<file path="src/rtl/regfile_multiport.sv">
// Three-read, one-write register file with registered read data, write-through bypass,
// and a sequential clear engine that wipes one register per cycle while busy is high.
module regfile_multiport #(
    parameter int DATA_W   = 8,
    parameter int ADDR_W   = 3,
    parameter int ZERO_REG = 0
) (
    input  logic              clk,
    input  logic              rst,
    input  logic [ADDR_W-1:0] rd_addr1,
    input  logic [ADDR_W-1:0] rd_addr2,
    input  logic [ADDR_W-1:0] rd_addr3,
    output logic [DATA_W-1:0] rd_data1,
    output logic [DATA_W-1:0] rd_data2,
    output logic [DATA_W-1:0] rd_data3,
    input  logic              wr_en,
    input  logic [ADDR_W-1:0] wr_addr,
    input  logic [DATA_W-1:0] wr_data,
    input  logic              clear_req,
    output logic              busy,
    output logic              wr_dropped
);

    localparam int DEPTH = 2 ** ADDR_W;
    localparam logic [ADDR_W-1:0] LAST_IDX = ADDR_W'(DEPTH - 1);

    typedef enum logic {
        IDLE,
        CLEAR
    } state_t;

    state_t              state, state_next;
    logic [ADDR_W-1:0]   index, index_next;
    logic                busy_next;
    logic [DATA_W-1:0]   regs [DEPTH];
    logic                wr_blocked;
    logic                wr_ok;

    // Address 0 is hard-wired when ZERO_REG is set: writes there are silently ignored.
    assign wr_blocked = (ZERO_REG != 0) && (wr_addr == '0);
    assign wr_ok      = wr_en && !busy && !wr_blocked;

    function automatic logic [DATA_W-1:0] read_port(input logic [ADDR_W-1:0] addr);
        if ((ZERO_REG != 0) && (addr == '0))
            return '0;
        if (wr_ok && (wr_addr == addr))
            return wr_data;
        return regs[addr];
    endfunction

    // NOTE: every output of this block gets a default first so no path can infer a latch.
    always_comb begin
        state_next = state;
        index_next = index;
        busy_next  = busy;
        case (state)
            IDLE: begin
                if (clear_req) begin
                    state_next = CLEAR;
                    index_next = '0;
                    busy_next  = 1'b1;
                end
            end
            CLEAR: begin
                if (index == LAST_IDX) begin
                    state_next = IDLE;
                    index_next = '0;
                    busy_next  = 1'b0;
                end else begin
                    index_next = index + 1'b1;
                end
            end
            default: begin
                state_next = IDLE;
                index_next = '0;
                busy_next  = 1'b0;
            end
        endcase
    end

    // NOTE: sequential state uses non-blocking assignments so every register samples pre-edge values.
    always_ff @(posedge clk) begin
        if (!rst) begin
            state <= IDLE;
            index <= '0;
            busy  <= 1'b0;
        end else begin
            state <= state_next;
            index <= index_next;
            busy  <= busy_next;
        end
    end

    // NOTE: the array is reset in one cycle on purpose; this forces flops rather than a RAM macro.
    always_ff @(posedge clk) begin
        if (!rst) begin
            for (int i = 0; i < DEPTH; i++)
                regs[i] <= '0;
        end else begin
            if (wr_ok)
                regs[wr_addr] <= wr_data;
            if (state == CLEAR)
                regs[index] <= '0;
        end
    end

    always_ff @(posedge clk) begin
        if (!rst) begin
            rd_data1   <= '0;
            rd_data2   <= '0;
            rd_data3   <= '0;
            wr_dropped <= 1'b0;
        end else begin
            rd_data1 <= read_port(rd_addr1);
            rd_data2 <= read_port(rd_addr2);
            rd_data3 <= read_port(rd_addr3);
            if (wr_en && busy && !wr_blocked)
                wr_dropped <= 1'b1;
        end
    end

endmodule

</file>
<file path="config.mk">
export PLATFORM = sky130hd
export DESIGN_NAME = regfile_multiport
export DESIGN_NICKNAME = d
export VERILOG_FILES = /design/src/rtl/regfile_multiport.sv
export SDC_FILE = /design/constraint.sdc
export NUM_CORES = 1
export LEC_CHECK = 0
export CAP_MARGIN = 20
export CORE_UTILIZATION = 50
export CTS_BUF_LIST = sky130_fd_sc_hd__clkbuf_8
export DETAILED_ROUTE_END_ITERATION = 8
export PLACE_DENSITY = 0.71
export SLEW_MARGIN = 10
export SYNTH_ARGS = -nofsm -noshare
export SYNTH_HDL_FRONTEND = slang
export SYNTH_SLANG_ARGS = --single-unit
</file>
<file path="constraint.sdc">
create_clock -name clk -period 4.05 [get_ports clk]
set_input_delay 0.6075 -clock clk [delete_from_list [all_inputs] [get_ports clk]]
set_output_delay 0.6075 -clock clk [all_outputs]
set_load 0.03 [all_outputs]
</file>
==> summary.md <==
• **vias in the first global route** 4242
• **global placer's final weighted congestion** 0.942
• **synthesis-to-finish area growth** 10.4%
• **routed length per instance** 21.9 um
• **count of port buffers added during placement** 49
• **measured slew at the worst slew-check pin** 971 ps
• **worst-path maximum fanout** 13
• **number of gates given a new drive strength after cts** 0
• **net count of the finished layout** 614
• **peak per-stage delay on the critical path** 1000 ps
• **total power of the final layout** 1.79 mW
• **CTS tree** built
• **distinct cell type count after synthesis** 34
• **Primary FF master, synth** sky130_fd_sc_hd__dfxtp_1
• **initial antenna violation count** 0
• **leakage power figure** 1.93 nW
• **1st-iter DRT viols** 453
• **Crit-path slowest cell** sky130_fd_sc_hd__clkdlybuf4s50_1
• **worst IR drop on VDD** 0.000197 V
• **max frequency** 421 MHz
• **worst path cell trace** clkdlybuf4s50_1 -> buf_4 -> mux2i_1 -> o22ai_1 -> a21oi_1 -> a21oi_1
• **clock buffer count from CTS** 9
• **final-report hold violation count** 0
• **clock insertion delay at the later pin of the skew report** 380 ps
• **antenna cell count** 0
• **top metal layer carrying routed signals** met4
• **ranking of synthesized cells by area** sky130_fd_sc_hd__dfxtp_1 (37%), sky130_fd_sc_hd__mux4_2 (12%), sky130_fd_sc_hd__a21oi_1 (11%), sky130_fd_sc_hd__mux2i_1 (8.7%), sky130_fd_sc_hd__nand3_1 (6.5%)
• **clk sinks** 94
• **final cell count without fillers** 726
• **flip-flop and latch count after synthesis** 94
• **Critical Path AT** 2620 ps
• **area share of the leading cell type in the synthesized netlist** 0.365
• **buffer count from post-CTS setup fixing** 0
• **number of enable flip-flop cells after synthesis** 0
• **routed via count divided by cell count** 6.33
• **horizontal die dimension** 104 um
• **total length of routed met2 wires** 7.34 mm
• **post-route ant nets** 0
• **sort of element at the start of the critical path** primary input
• **Min Clock Period, post-route** 2380 ps
• **DRC** 0
• **worst hold slack across all endpoints** 509 ps
• **Cells after Synth** 574
• **length of routed met3 wiring** 1.37 mm
• **Setup TNS** 0 ps
• **number of vias in the routed layout** 4598
• **buffer depth of the longest clock path** 2
• **type of the worst setup path** in -> reg
• **Synth async-reset ratio** 0
• **post-route clock period utilization** 0.587
• **number of standard-cell rows in the floorplan** 36
• **Worst Clk Skew** 12.3 ps
• **share of cells above drive strength 1** 0.101
• **Final setup viols** 0
• **Placed Cells incl. Taps** 710
• **type of element capturing the critical path** flip-flop
• **global-route wire length before repair** 24.5 mm
• **pin count of the biggest net entering global routing** 59
• **HPWL reported at the end of detailed placement** 11.5 mm
• **most area-hungry cell type in the Yosys netlist** sky130_fd_sc_hd__dfxtp_1
• **GRT Util Overall** 0.302
• **setup repair after global routing missed its margin** no
• **Cell Pwr Density** 315 nW/um^2
• **number of hold buffers added after cts** 0
• **clock-pin slew of the registers on the worst-case setup and hold paths** 100 ps
• **DRT Pass-1 Iters** 5
• **count of final max-slew check failures** 0
• **num ports** 50
• **Commonest cells post-synth** sky130_fd_sc_hd__a21oi_1 (112), sky130_fd_sc_hd__dfxtp_1 (94), sky130_fd_sc_hd__nand2_1 (70)
• **overall die area** 10700 um^2
• **Data required, critical path** 4290 ps
• **Max-Slew Margin vs Limit** 0.348
• **cell at the root of the clock tree** sky130_fd_sc_hd__clkbuf_8
• **Reg2Reg Setup Slack** 2260 ps
• **Post-Syn Nets** 600
• **most frequent cell after synthesis** sky130_fd_sc_hd__a21oi_1
• **CTS HTree Levels** 3
• **average footprint of a synthesized cell** 8.97 um^2
• **floorplan core area** 9860 um^2
• **proportion of synthesized chip area in sequential cells** 0.365
• **number of warnings reported in the yosys synthesis log** 0
• **final wirelength** 15.9 mm
• **vertical extent of the die** 104 um
• **cell type with the highest occurrence count on the critical path** sky130_fd_sc_hd__a21oi_1
• **Post-Syn Area** 5150 um^2
• **class of the most critical hold timing path** reg -> reg
• **routed length on met1** 6.77 mm
• **GRT overflow** 0
• **initial core utilization** 0.522
• **max-cap violations** 0
• **result of the run** finished clean
[path summary, 6_finish.rpt]
kind | startpoint | to | cells past startpoint
min | regs[1][7] | regs[1][7] | 2
max | rd_addr3[2] | rd_data3[0] | 6
min reg2reg | regs[1][7] | regs[1][7] | 2
max reg2reg | busy | rd_data2[1] | 4
[cells by family (layout without fill, tap and decap cells)]
group	Yosys count	after routing	share of synthesized area
mux	72	72	0.205
flops	94	94	0.365
fa+ha+maj	2	2	0.00486
buf+inv	54	73	0.0678
compound gates	160	160	0.162
xor+xnor	9	9	0.0153
simple gates	183	183	0.180
[layout make-up]
cell class                      instances  area (um^2)
Timing Repair Buffer                   57          546
Tap cell                              133          166
Clock inverter                          7         50.0
Clock buffer                            9          124
Sequential cell                        94         1880
Multi-Input combinational cell        426         2920
Fill cell                             897         4180
[metal layers]
| layer | track usage | up-vias |
|---|---|---|
| met5 | 0 | - |
| met4 | 0.110 | 0 |
| met3 | 0.0610 | 30 |
| met2 | 0.473 | 244 |
| met1 | 0.414 | 2203 |
| li1 | - | 2121 |
[worst max-delay path, delay by kind of cell]
family	cells	cell delay, ps
mux	1	220
buf+inv	2	1350
compound gates	3	430
[cell usage in the layout, fill, tap and decap left out, drive strengths merged, types with 4 or more instances in the layout]
cell type,n
a21oi,112
dfxtp,94
nand2,70
nand3,67
clkdlybuf4s50,48
mux2i,45
mux4,27
o21ai,25
o22ai,21
xnor2,9
nor2,9
clkbuf,9
buf,9
nand2b,7
or2,4
nor3b,4
[stage by stage]
step | util | worst slack, ps | cell area [um^2]
6_report | 0.577 | 1670 | 5690
5_1_grt | 0.577 | 1450 | 5690
4_1_cts | 0.577 | 1680 | 5690
3_5_place_dp | 0.559 | 1280 | 5510
3_3_place_gp | 0.559 | 1320 | 5510
2_1_floorplan | - | 2350 | 5150
[report_power, final]
part           internal [mW]  leakage [nW]  switching (mW)
registers              0.945         0.760          0.0222
clock network          0.224        0.0870           0.357
logic                 0.0972          1.08           0.145
total                   1.27          1.93           0.525
[state kept, by name, summed over array words and instances (netlist names)]
name	count
busy	1
index	3
rd_data1	8
rd_data2	8
rd_data3	8
regs	64
state	1
wr_dropped	1
Power figures use the tool's default switching activity.
